<file path="src/rtl/ofdm_demap_pkg.sv">
// rtl/ofdm_demap_pkg.sv - mode encodings, bits-per-mode table and slicer threshold multipliers
// QAM_DEMAPPER_QAM64_EN: mode 3 decodes as QAM64 (13-bit packer); otherwise as QAM16 (11-bit packer).
package ofdm_demap_pkg;

  typedef enum logic [1:0] {
    MODE_BPSK  = 2'd0,
    MODE_QPSK  = 2'd1,
    MODE_QAM16 = 2'd2,
    MODE_QAM64 = 2'd3
  } mode_e;

  localparam logic [2:0] BITS_BPSK  = 3'd1;
  localparam logic [2:0] BITS_QPSK  = 3'd2;
  localparam logic [2:0] BITS_QAM16 = 3'd4;
  localparam logic [2:0] BITS_QAM64 = 3'd6;

  localparam logic [2:0] THR_M2 = 3'd2;
  localparam logic [2:0] THR_M4 = 3'd4;
  localparam logic [2:0] THR_M6 = 3'd6;

`ifdef QAM_DEMAPPER_QAM64_EN
  localparam bit QAM64_EN = 1'b1;
  localparam int ACC_W    = 13;
`else
  localparam bit QAM64_EN = 1'b0;
  localparam int ACC_W    = 11;
`endif

  function automatic mode_e eff_mode(input logic [1:0] m);
    if ((m == MODE_QAM64) && !QAM64_EN) return MODE_QAM16;
    return mode_e'(m);
  endfunction

  function automatic logic [2:0] bits_per_mode(input mode_e m);
    case (m)
      MODE_BPSK:  return BITS_BPSK;
      MODE_QPSK:  return BITS_QPSK;
      MODE_QAM16: return BITS_QAM16;
      default:    return BITS_QAM64;
    endcase
  endfunction

endpackage

</file>
<file path="src/rtl/qam_axis_slicer.sv">
// rtl/qam_axis_slicer.sv - combinational per-axis hard decision, bits = {sign, m1/m, m0}
module qam_axis_slicer
  import ofdm_demap_pkg::*;
(
  input  logic [15:0] x,
  input  logic [15:0] scale,
  input  mode_e       mode,
  output logic [2:0]  bits
);

  logic [18:0] mag;
  logic [18:0] t2;
  logic [18:0] t4;
  logic [18:0] t6;

  always_comb begin
    // 0x8000 has no positive twin; saturate so it slices as the outermost level
    if (!x[15])             mag = {3'b000, x};
    else if (x == 16'h8000) mag = 19'h07FFF;
    else                    mag = {3'b000, (~x + 16'd1)};
    t2 = {3'b000, scale} * {16'd0, THR_M2};
    t4 = {3'b000, scale} * {16'd0, THR_M4};
    t6 = {3'b000, scale} * {16'd0, THR_M6};
    bits = {x[15], 2'b00};
    case (mode)
      MODE_QAM16: bits[1] = (mag < t2);
      MODE_QAM64: begin
        bits[1] = (mag < t4);
        bits[0] = (mag >= t2) && (mag < t6);
      end
      default: ;
    endcase
  end

endmodule

</file>
<file path="src/rtl/qam_demapper.sv">
// rtl/qam_demapper.sv - hard-decision QAM demapper: registered slicer stage feeding a bit packer
// QAM_DEMAPPER_QAM64_EN selects native QAM64 decoding of mode 3 (see ofdm_demap_pkg).
module qam_demapper
  import ofdm_demap_pkg::*;
#(
  parameter logic [15:0] SCALE = 16'h0800
) (
  input  logic        clk,
  input  logic        rst,
  input  logic [1:0]  mode,
  input  logic [31:0] sym_data,
  input  logic        sym_valid,
  input  logic        sym_last,
  output logic        sym_ready,
  output logic [7:0]  byte_data,
  output logic        byte_valid,
  output logic        byte_last,
  input  logic        byte_ready
);

  mode_e      sym_mode;
  logic [2:0] i_bits;
  logic [2:0] q_bits;
  logic [2:0] sym_cnt;
  logic [5:0] sym_bits;

  assign sym_mode = eff_mode(mode);

  qam_axis_slicer u_slice_i (.x(sym_data[31:16]), .scale(SCALE), .mode(sym_mode), .bits(i_bits));
  qam_axis_slicer u_slice_q (.x(sym_data[15:0]),  .scale(SCALE), .mode(sym_mode), .bits(q_bits));

  // decided bits are left-aligned so the first bit always sits at bit 5
  always_comb begin
    sym_cnt = bits_per_mode(sym_mode);
    case (sym_mode)
      MODE_BPSK:  sym_bits = {i_bits[2], 5'b0};
      MODE_QPSK:  sym_bits = {i_bits[2], q_bits[2], 4'b0};
      MODE_QAM16: sym_bits = {i_bits[2:1], q_bits[2:1], 2'b0};
      default:    sym_bits = {i_bits, q_bits};
    endcase
  end

  logic             run;
  logic             s1_valid;
  logic [5:0]       s1_bits;
  logic [2:0]       s1_cnt;
  logic             s1_last;
  logic [ACC_W-1:0] acc;
  logic [3:0]       cnt;
  logic             pend_last;

  logic             out_free;
  logic             flush;
  logic             emit;
  logic             pend_after;
  logic             load;
  logic [3:0]       cnt_after;
  logic [4:0]       fill;
  logic [ACC_W-1:0] acc_shift;
  logic [ACC_W-1:0] acc_ins;

  always_comb begin
    out_free  = !byte_valid || byte_ready;
    flush     = pend_last && (cnt <= 4'd8);
    emit      = out_free && ((cnt >= 4'd8) || flush);
    cnt_after = cnt;
    acc_shift = acc;
    if (emit) begin
      cnt_after = flush ? 4'd0 : (cnt - 4'd8);
      acc_shift = acc << 8;
    end
    // a pending flush blocks new bits until its byte is in the output register
    pend_after = pend_last && !(emit && flush);
    fill       = {1'b0, cnt_after} + {2'b00, s1_cnt};
    load       = s1_valid && !pend_after && (fill <= 5'(ACC_W));
    acc_ins    = {s1_bits, {(ACC_W-6){1'b0}}} >> cnt_after;
    sym_ready  = run && (!s1_valid || load);
  end

  always_ff @(posedge clk or negedge rst) begin
    if (!rst) begin
      run        <= 1'b0;
      s1_valid   <= 1'b0;
      s1_bits    <= '0;
      s1_cnt     <= '0;
      s1_last    <= 1'b0;
      acc        <= '0;
      cnt        <= '0;
      pend_last  <= 1'b0;
      byte_valid <= 1'b0;
      byte_data  <= 8'h00;
      byte_last  <= 1'b0;
    end else begin
      run <= 1'b1;
      if (sym_valid && sym_ready) begin
        s1_valid <= 1'b1;
        s1_bits  <= sym_bits;
        s1_cnt   <= sym_cnt;
        s1_last  <= sym_last;
      end else if (load) begin
        s1_valid <= 1'b0;
      end
      acc       <= load ? (acc_shift | acc_ins) : acc_shift;
      cnt       <= load ? fill[3:0] : cnt_after;
      pend_last <= pend_after || (load && s1_last);
      if (emit) begin
        byte_valid <= 1'b1;
        byte_data  <= acc[ACC_W-1 -: 8];
        byte_last  <= flush;
      end else if (byte_ready) begin
        byte_valid <= 1'b0;
      end
    end
  end

endmodule

</file>
<file path="config.mk">
export PLATFORM = sky130hd
export DESIGN_NAME = qam_demapper
export DESIGN_NICKNAME = d
export VERILOG_FILES = /design/src/rtl/ofdm_demap_pkg.sv /design/src/rtl/qam_axis_slicer.sv /design/src/rtl/qam_demapper.sv
export SDC_FILE = /design/constraint.sdc
export NUM_CORES = 1
export LEC_CHECK = 0
export BUFFER_PORTS_ARGS = -buffer_cell sky130_fd_sc_hd__buf_4
export CORE_UTILIZATION = 51
export CTS_BUF_LIST = sky130_fd_sc_hd__clkbuf_8
export DETAILED_ROUTE_END_ITERATION = 7
export GPL_TIMING_DRIVEN = 0
export PLACE_DENSITY = 0.79
export SYNTH_ARGS = -nofsm -noshare
export SYNTH_HDL_FRONTEND = slang
export SYNTH_SLANG_ARGS = --single-unit
</file>
<file path="constraint.sdc">
create_clock -name clk -period 2.92 [get_ports clk]
set_clock_uncertainty 0.05 [all_clocks]
set_input_delay 0.292 -clock clk [delete_from_list [all_inputs] [get_ports clk]]
set_output_delay 0.292 -clock clk [all_outputs]
set_load 0.005 [all_outputs]
</file>
==> results of run 1 <==
worst max-delay path, cell delays in order (launching register included):
cell and delay, ns:
dfrtp_1 0.42, nor2b_4 0.17, o21ai_4 0.17, inv_2 0.07, ha_4 0.16, fa_2 0.44
xnor2_4 0.18, nor2_2 0.16, mux2i_4 0.09, and3_4 0.18, o21a_1 0.19, buf_6 0.12
Yosys cell counts (all sizes together) (3+ instances only):
cell type  count
a21oi          9
a31oi          6
buf            5
clkbuf         5
dfrtp         38
ha             6
inv           11
mux2          18
mux2i          7
nand2         17
nand3          7
nand3b         3
nor2          13
nor2b          6
nor3           3
nor4           4
o21ai         14
o221ai         5
power groups by stage:
stage / Combinational (mW) / Clock [mW] / Sequential (mW)
floorplan: 1.13 / 0 / 0.857
global placement: 1.45 / 0 / 0.881
detailed placement: 1.49 / 0 / 0.896
CTS: 1.65 / 0.345 / 0.896
global route: 1.87 / 0.368 / 0.928
finish: 1.73 / 0.338 / 0.904
stage by stage:
step,utilization [%],instance area (sq um)
2_1_floorplan,-,2313
3_3_place_gp,63.07,2746
3_5_place_dp,63.07,2746
4_1_cts,67.50,2939
5_1_grt,68.28,2973
6_report,68.28,2973
cell type report:
cell class              instances  area share [%]
multi-input cells             160           45.50
flip-flops and latches         38           32.03
repair buffers                 57           14.60
clock buffers                   5           2.315
well taps                      52           2.189
plain buffers                   7           1.641
inverters                      11           1.389
clock inverters                 2          0.3367
repair_timing:
| item | CTS | global route |
|---|---|---|
| hold endpoints to repair | 38 | 0 |
| pin swaps | 7 | 6 |
| setup buffers | 4 | 3 |
| setup endpoints to repair | 26 | 18 |
| resized for setup | 23 | 7 |
| hold buffers | 1 | 0 |
state kept, by name, summed over array words and instances (netlist names):
register and count:
byte_last 1, s1_last 1, s1_bits 6, cnt 4, byte_data 8, s1_cnt 3
acc 11, run 1, pend_last 1, byte_valid 1, s1_valid 1
cells by family (layout without fill, tap and decap cells):
kind of cell | after synthesis | in the layout | share of synthesized area (%)
AO/OA/AOI/OAI | 62 | 62 | 21.22
XOR/XNOR | 2 | 2 | 0.7598
adder cells (fa/ha/maj) | 7 | 7 | 4.124
buffers and inverters | 21 | 82 | 4.775
flip-flops | 38 | 38 | 41.24
multiplexers | 25 | 25 | 13.51
other | 1 | 1 | 0.1626
AND/OR/NAND/NOR | 63 | 63 | 14.22
per-layer routing:
layer,vias up,share of wire [%]
met2,79,51
met5,-,0
met4,0,1.1
met1,954,43
met3,4,5.2
li1,936,-
worst paths after layout:
check	startpoint	cells after the start	slack, ns	end
hold / removal	sym_last	2	0.18	s1_last$_DFFE_PN0P_
max in group asynchronous	rst	2	2.03	pend_last$_DFF_PN0_
hold reg to reg	acc[5]$_DFF_PN0_	2	0.44	acc[5]$_DFF_PN0_
setup reg to reg	byte_valid$_DFFE_PN0P_	12	0.10	cnt[1]$_DFF_PN0_
min in group asynchronous	rst	2	0.45	acc[8]$_DFF_PN0_
setup / recovery	byte_valid$_DFFE_PN0P_	11	-0.06	sym_ready
==> flow_summary_export.csv, run 1 <==
group,metric,value,unit
status,status,"finished, violations left",
status,violations,"setup timing",
final_layout,final_common_cell,"buf_4",
worst_setup_path,end_kind,"primary output",
worst_setup_path,crit_fanout,4,
global_route,grt-ovfl-total,0,
logic_synthesis,synth.distinct_cells,56,
pwr,seqPwrFrac,30.4,%
logic_synthesis,syn_nets,265,
final_layout,fin_nets,326,
final_layout,multi_input_area,1353,sq um
floorplan,die_area,4794,sq um
run,max_cap_viol_count,0,
pwr,p_leak,1.342,nW
placed_design,dpl.hpwl,3706,microns
timing,setup_viol,1,
detailed_routing,wl,5164,microns
final_layout,final_cells,332,
logic_synthesis,seq_area_frac_synth,41.24,%
final_layout,final_cell_mix,"buf_4 (55), dfrtp_1 (37), nand2_1 (15), o21ai_0 (12), mux2_2 (11)",
detailed_routing,firstDrtPassIters,4,
global_route,grt.total_usage,22.56,%
clock_tree,clk_latency,0.29,ns
logic_synthesis,syn_area,2306,sq um
floorplan,die_h,69.24,microns
placed_design,place_ws,-0.3672,ns
logic_synthesis,synth_top_area_share,41.24,%
timing,worst_slew_pin_slew,0.6724,ns
timing,max_clock_freq,0.3353,GHz
global_route,grt_pass1_wl,8659,microns
logic_synthesis,post_synth.cell_area_avg,10.53,sq um
logic_synthesis,yosys_warnings,0,
timing,fin_crit_sh,102.1,%
pwr,totalPowerFinal,2.974,mW
logic_synthesis,synth_seq_cells,38,
logic_synthesis,synthArstFlopShare,100.0,%
timing,slew_headroom,55.06,%
detailed_routing,wl_per_cell,15.55,microns
global_route,antenna_found_initial,0,
floorplan,die_x,69.24,microns
pwr,p_sw_share,40.73,%
detailed_routing,dr_total_vias,1973,
floorplan,boundaryPins,50,
pwr,netSwitchingPower,1.211,mW
final_layout,nFillCells,332,
clock_tree,cts_buffers,5,
detailed_routing,drc,0,
global_route,top_usage_layer,"met2",
logic_synthesis,ys.flop_type,"dfrtp_1",
timing,finalCriticalPeriod,2.982,ns
floorplan,core_area,4354,sq um
timing,hold_violations,0,
worst_setup_path,cp.required,2.58,ns
final_layout,syn_to_final_growth,28.92,%
pwr,combPwrFrac,58.3,%
global_route,grt_use_met3,4.360,%
logic_synthesis,synthCells,219,
final_layout,antenna_cells,0,
logic_synthesis,synth_edf_count,0,
placed_design,place.gp.congestion,0.8965,
floorplan,start_util,52.96,%
pwr,p_int,1.763,mW
clock_tree,root_buffer,"clkbuf_8",
clock_tree,cts-htree-levels,2,
global_route,grt_max_degree,39,
global_route,grt_pass1_vias,1933,
timing,hold_ws,0.1781,ns
global_route,gr-usage-met2,38.73,%
pwr,ir_drop,0.0003745,V
final_layout,drive_gt1_share,40.36,%
detailed_routing,dr.first_iter.drc_count,203,
timing,rsz0062_at_grt,"true",
timing,slew_viol_final,0,
hold_path,hold_class,"input pin to flip-flop",
pwr,power_frac_clock,11.4,%
clock_tree,clkTransAtPathRegs,0.07,ns
final_layout,seqCellArea,952.2,sq um
placed_design,dp.cells,320,
clock_tree,cts_tree,"done",
worst_setup_path,cp.arrival,2.64,ns
logic_synthesis,synth.largest_area_cell,"dfrtp_1",
detailed_routing,detail_route.vias_per_cell,5.943,
timing,tns,-0.06247,ns
detailed_routing,antenna_left,0,
floorplan,num_rows,24,
clock_tree,clock_sinks,38,
placed_design,portBuffers,49,
worst_setup_path,critPathLaunchType,"flip-flop",
worst_setup_path,crit_type,"flip-flop to primary output",
logic_synthesis,synth.area.top_cells,"dfrtp_1 (41%), mux2_2 (5.4%), mux2_4 (4.6%)",
clock_tree,cts_buffer_depth,2,
timing,finalWorstSetupSlack,-0.06247,ns
global_route,use_met1,28.11,%
pwr,powerDensity,1000,nW/um^2
No activity file was read; power rests on OpenSTA's default activity.
==> inputs of run 2 (changes only) <==
Settings changed: CAP_MARGIN set to 40, CORE_UTILIZATION 51 to 57, GPL_ROUTABILITY_DRIVEN set to 0, SYNTH_HIERARCHICAL set to 1.
==> flow_summary_export.csv, run 2 <==
group,metric,value,unit
worst_setup_path,path_cells,"nor2b_4 > buf_6 > o21a_4 > ha_4 > fa_2 > a21oi_2 > o21bai_2 > a21oi_2 > o21ai_4 > a21boi_1 > buf_4",
clock_tree,cts_tree,"done",
global_route,antenna_found_initial,0,
pwr,power_frac_clock,11.2,%
pwr,totalPowerFinal,3.295,mW
worst_setup_path,regToRegSetupSlack,0.05,ns
detailed_routing,detail_route.vias_per_cell,5.737,
worst_setup_path,crit_type,"flip-flop to primary output",
final_layout,largest_register_ffs,11,
worst_setup_path,worst_r2r_path_depth,12,
hold_path,min_to,"s1_bits[5]$_DFFE_PN0P_",
worst_setup_path,r2r-start,"byte_valid$_DFFE_PN0P_",
hold_path,hold_class,"input pin to flip-flop",
final_layout,multi_input_area,3379,sq um
timing,slew_headroom,62.19,%
final_layout,seqCellArea,953.4,sq um
pwr,netSwitchingPower,1.419,mW
floorplan,boundaryPins,50,
clock_tree,cts_buffer_depth,2,
final_layout,final_cells,695,
final_layout,fin_area,5284,sq um
pwr,powerDensity,623.6,nW/um^2
detailed_routing,drc,0,
detailed_routing,antenna_left,0,
clock_tree,clkTransAtPathRegs,0.08,ns
placed_design,portBuffers,48,
timing,max_clock_freq,0.3451,GHz
timing,finalCriticalPeriod,2.897,ns
global_route,grt-ovfl-total,0,
global_route,grt.total_usage,25.09,%
final_layout,syn_to_final_growth,27.16,%
timing,hold_violations,0,
clock_tree,cts_buffers,5,
floorplan,core_area,6907,sq um
timing,slew_viol_final,0,
detailed_routing,dr_total_vias,3987,
clock_tree,root_buffer,"clkbuf_8",
global_route,grt_pass1_vias,3666,
logic_synthesis,synthCells,489,
pwr,p_int,1.877,mW
clock_tree,cts-htree-levels,2,
worst_setup_path,rr_endpoint,"s1_last$_DFFE_PN0P_",
detailed_routing,wl_per_cell,14.50,microns
floorplan,die_x,87.38,microns
detailed_routing,firstDrtPassIters,6,
final_layout,nFillCells,493,
pwr,p_sw_share,43.05,%
logic_synthesis,post_synth.cell_area_avg,8.497,sq um
final_layout,drive_gt1_share,26.21,%
detailed_routing,dr.first_iter.drc_count,227,
final_layout,final_cell_mix,"buf_4 (66), ha_1 (57), nand2_1 (52), inv_1 (41), conb_1 (41)",
placed_design,dp.cells,672,
detailed_routing,wl,10080,microns
timing,hold_ws,0.1811,ns
placed_design,placed_area,4783,sq um
floorplan,start_util,60.16,%
timing,tns,0,ns
final_layout,final_common_cell,"buf_4",
final_layout,antenna_cells,0,
worst_setup_path,critPathLaunchType,"flip-flop",
worst_setup_path,cp.arrival,2.56,ns
worst_setup_path,crit_fanout,9,
hold_path,whs_path_depth,2,
run,max_cap_viol_count,0,
hold_path,hold_path.startpoint,"sym_data[31]",
final_layout,fin_nets,700,
clock_tree,clk_latency,0.30,ns
pwr,p_leak,2.506,nW
timing,rsz0062_at_grt,"true",
pwr,combPwrFrac,61.0,%
floorplan,die_h,87.38,microns
worst_setup_path,end_kind,"primary output",
timing,worst_slew_pin_slew,0.5650,ns
timing,fin_crit_sh,99.23,%
worst_setup_path,cp_common_cell,"a21oi_2",
global_route,grt_pass1_wl,15660,microns
pwr,seqPwrFrac,27.8,%
pwr,ir_drop,0.0002895,V
floorplan,num_rows,30,
floorplan,die_area,7635,sq um
final_layout,largestRegisters,"acc (11), byte_data (8), s1_bits (6)",
worst_setup_path,cp.required,2.58,ns
worst_setup_path,slowest_stage,"dfrtp_1",
clock_tree,clock_sinks,38,
placed_design,dpl.hpwl,7136,microns
logic_synthesis,yosys_warnings,6,
worst_setup_path,max_stage_delay,0.39,ns
timing,setup_viol,0,
logic_synthesis,syn_area,4155,sq um
final_layout,top_register,"acc",
status,status,"finished clean",
global_route,grt_max_degree,39,
run 2: final cells by class:
type / instances / area share, %
clock inverters: 2 / 0.1658
plain buffers: 13 / 1.729
flip-flops and latches: 38 / 18.04
inverters: 42 / 2.984
multi-input cells: 433 / 63.96
well taps: 96 / 2.273
repair buffers: 65 / 9.282
clock buffers: 6 / 1.563
run 2: per-stage QoR:
stage                     util, %  worst slack, ns
after global placement      69.26          -0.4406
after CTS                   73.13         -0.04375
after floorplan                 -          0.01142
final                       76.50          0.02257
after detailed placement    69.26          -0.5098
after global routing        76.50          -0.1193
run 2: what timing repair did:
action,4_1_cts,5_1_grt
endpoints found under the hold margin,38,0
endpoints found under the setup margin,26,17
pin swaps,10,24
buffers inserted,9,7
hold buffers,1,0
gates resized for setup,32,38
run 2: worst max path at each step:
| stage | start | slack (ns) | end | cells after the start |
|---|---|---|---|---|
| after floorplan | sym_data[16] | 0.01 | s1_bits[4]$_DFFE_PN0P_ | 16 |
| after global placement | sym_data[23] | -0.44 | s1_bits[4]$_DFFE_PN0P_ | 16 |
| after detailed placement | sym_data[16] | -0.51 | s1_bits[4]$_DFFE_PN0P_ | 17 |
| after CTS | byte_valid$_DFFE_PN0P_ | -0.04 | sym_ready | 11 |
| after global routing | sym_data[17] | -0.12 | s1_bits[4]$_DFFE_PN0P_ | 17 |
| final | byte_valid$_DFFE_PN0P_ | 0.02 | sym_ready | 11 |
run 2: worst max-delay path: cells and delay by family (launching register included):
family / cells / cell delay [ns]
flops: 1 / 0.39
fa+ha+maj: 2 / 0.55
simple gates: 1 / 0.13
buf+inv: 2 / 0.27
compound gates: 6 / 0.93
run 2: power groups by stage:
| stage | Combinational, mW | Sequential (mW) | Clock (mW) |
|---|---|---|---|
| after floorplan | 1.17 | 0.864 | 0 |
| after CTS | 1.81 | 0.901 | 0.373 |
| after detailed placement | 1.61 | 0.900 | 0 |
| after global placement | 1.54 | 0.888 | 0 |
| final | 2.01 | 0.916 | 0.369 |
| after global routing | 2.18 | 0.936 | 0.395 |
run 2: routing by layer:
| metal | share of wire (%) | GRT usage (%) | up-vias |
|---|---|---|---|
| met5 | 0 | 0 | - |
| met4 | 3.3 | 9.687 | 0 |
| met3 | 3.8 | 3.412 | 40 |
| met2 | 51 | 45.60 | 135 |
| met1 | 42 | 29.71 | 1854 |
| li1 | - | - | 1958 |
==> inputs of run 3 (changes only) <==
Settings changed: CORE_UTILIZATION 57 to 51, CTS_CLUSTER_DIAMETER set to 120, SYNTH_HIERARCHICAL 1 to not set.
==> flow_summary_export.csv, run 3 (synthesis gave the netlist of run 1 again) <==
group,metric,value,unit
status,status,"finished, violations left",
status,violations,"setup timing",
final_layout,multi_input_area,1353,sq um
floorplan,start_util,52.96,%
global_route,grt_pass1_wl,8818,microns
worst_setup_path,critPathLaunchType,"flip-flop",
final_layout,antenna_cells,0,
detailed_routing,dr_total_vias,2064,
detailed_routing,detail_route.vias_per_cell,6.000,
timing,slew_viol_final,0,
final_layout,final_cell_mix,"buf_4 (65), dfrtp_1 (37), nand2_1 (15), o21ai_0 (12), mux2_2 (11)",
detailed_routing,firstDrtPassIters,4,
final_layout,fin_nets,337,
clock_tree,cts_buffers,5,
detailed_routing,wl_per_cell,15.01,microns
hold_path,hold_class,"input pin to flip-flop",
detailed_routing,wl,5165,microns
placed_design,place_ws,-0.3077,ns
floorplan,num_rows,24,
floorplan,die_area,4794,sq um
placed_design,dpl.hpwl,3593,microns
worst_setup_path,rr_endpoint,"acc[1]$_DFF_PN0_",
timing,finalWorstSetupSlack,-0.04997,ns
worst_setup_path,worst_r2r_path_depth,11,
final_layout,nFillCells,306,
clock_tree,clock_sinks,38,
global_route,antenna_found_initial,0,
final_layout,fin_util,71.44,%
detailed_routing,antenna_left,0,
run,max_cap_viol_count,0,
placed_design,placed_area,2746,sq um
global_route,grt-ovfl-total,0,
clock_tree,clkTransAtPathRegs,0.08,ns
detailed_routing,dr.first_iter.drc_count,160,
worst_setup_path,regToRegSetupSlack,-0.01,ns
hold_path,whs_path_depth,2,
pwr,totalPowerFinal,3.252,mW
pwr,p_leak,1.416,nW
final_layout,drive_gt1_share,42.47,%
timing,worst_slew_pin_slew,0.6953,ns
global_route,grt.total_usage,23.34,%
clock_tree,cts_buffer_depth,2,
placed_design,portBuffers,49,
timing,hold_ws,0.1763,ns
timing,fin_crit_sh,101.7,%
clock_tree,cts_tree,"done",
timing,max_clock_freq,0.3367,GHz
clock_tree,clk_latency,0.30,ns
final_layout,syn_to_final_growth,34.89,%
worst_setup_path,cp.arrival,2.63,ns
final_layout,final_cells,344,
final_layout,top_register,"acc",
global_route,grt_pass1_vias,1938,
hold_path,min_to,"s1_last$_DFFE_PN0P_",
final_layout,largestRegisters,"acc (11), byte_data (8), s1_bits (6)",
final_layout,largest_register_ffs,11,
pwr,powerDensity,1046,nW/um^2
floorplan,die_h,69.24,microns
global_route,grt_max_degree,39,
timing,slew_headroom,53.53,%
worst_setup_path,crit_fanout,4,
floorplan,boundaryPins,50,
timing,setup_viol,2,
worst_setup_path,crit_type,"flip-flop to primary output",
clock_tree,root_buffer,"clkbuf_8",
final_layout,seqCellArea,952.2,sq um
hold_path,hold_path.startpoint,"sym_last",
timing,hold_violations,0,
pwr,ir_drop,0.0004103,V
floorplan,core_area,4354,sq um
floorplan,die_x,69.24,microns
timing,rsz0062_at_grt,"true",
worst_setup_path,end_kind,"primary output",
timing,finalCriticalPeriod,2.970,ns
detailed_routing,drc,0,
final_layout,final_common_cell,"buf_4",
timing,tns,-0.05967,ns
worst_setup_path,r2r-start,"cnt[3]$_DFF_PN0_",
placed_design,dp.cells,320,
final_layout,fin_area,3110,sq um
worst_setup_path,cp.required,2.58,ns
clock_tree,cts-htree-levels,2,
[run 3: metal layers]
metal,GRT usage (%),routed length [microns],vias to the layer above
met1,30.04,2180,988
li1,-,-,962
met3,4.797,333,17
met2,37.86,2497,97
met5,0,0,-
met4,10.66,154,0
[run 3: layout make-up]
cell class / instances / share of cell area (%)
buffer: 9 / 2.051
clock buffer: 5 / 2.212
clock inverter: 3 / 2.212
inverter: 11 / 1.327
multi-input combinational: 160 / 43.48
sequential: 38 / 30.61
tap: 52 / 2.092
timing repair buffer: 66 / 16.01
[run 3: repair_timing]
action,in CTS,in global routing
pin swaps,6,4
endpoints found under the hold margin,38,0
hold buffers,1,0
endpoints found under the setup margin,25,19
gates resized for setup,23,6
buffers inserted,7,9
[run 3: critical path, stage by stage, from the launching register on]
cell      delay (ns)
dfrtp_1         0.38
buf_6           0.13
nand2b_4        0.16
o21ai_4         0.14
inv_2           0.07
ha_4            0.16
fa_2            0.40
xnor2_4         0.18
nor2_2          0.13
mux2i_4         0.08
and3_4          0.18
o21a_1          0.17
buf_4           0.13
[run 3: worst max path at each step]
stage / cells past startpoint / slack (ns) / endpoint / start
finish: 12 / -0.05 / sym_ready / cnt[3]$_DFF_PN0_
global route: 11 / -0.14 / sym_ready / cnt[3]$_DFF_PN0_
CTS: 12 / -0.12 / sym_ready / cnt[3]$_DFF_PN0_
detailed placement: 13 / -0.31 / sym_ready / cnt[3]$_DFF_PN0_
global placement: 13 / -0.30 / sym_ready / cnt[3]$_DFF_PN0_
floorplan: 12 / 0.02 / cnt[0]$_DFF_PN0_ / cnt[3]$_DFF_PN0_
[run 3: power breakdown]
part,internal (mW),switching (mW),leakage (nW)
Sequential,0.730,0.157,0.482
Clock,0.342,0.200,0.0683
Combinational,0.936,0.887,0.866
Total,2.01,1.24,1.42
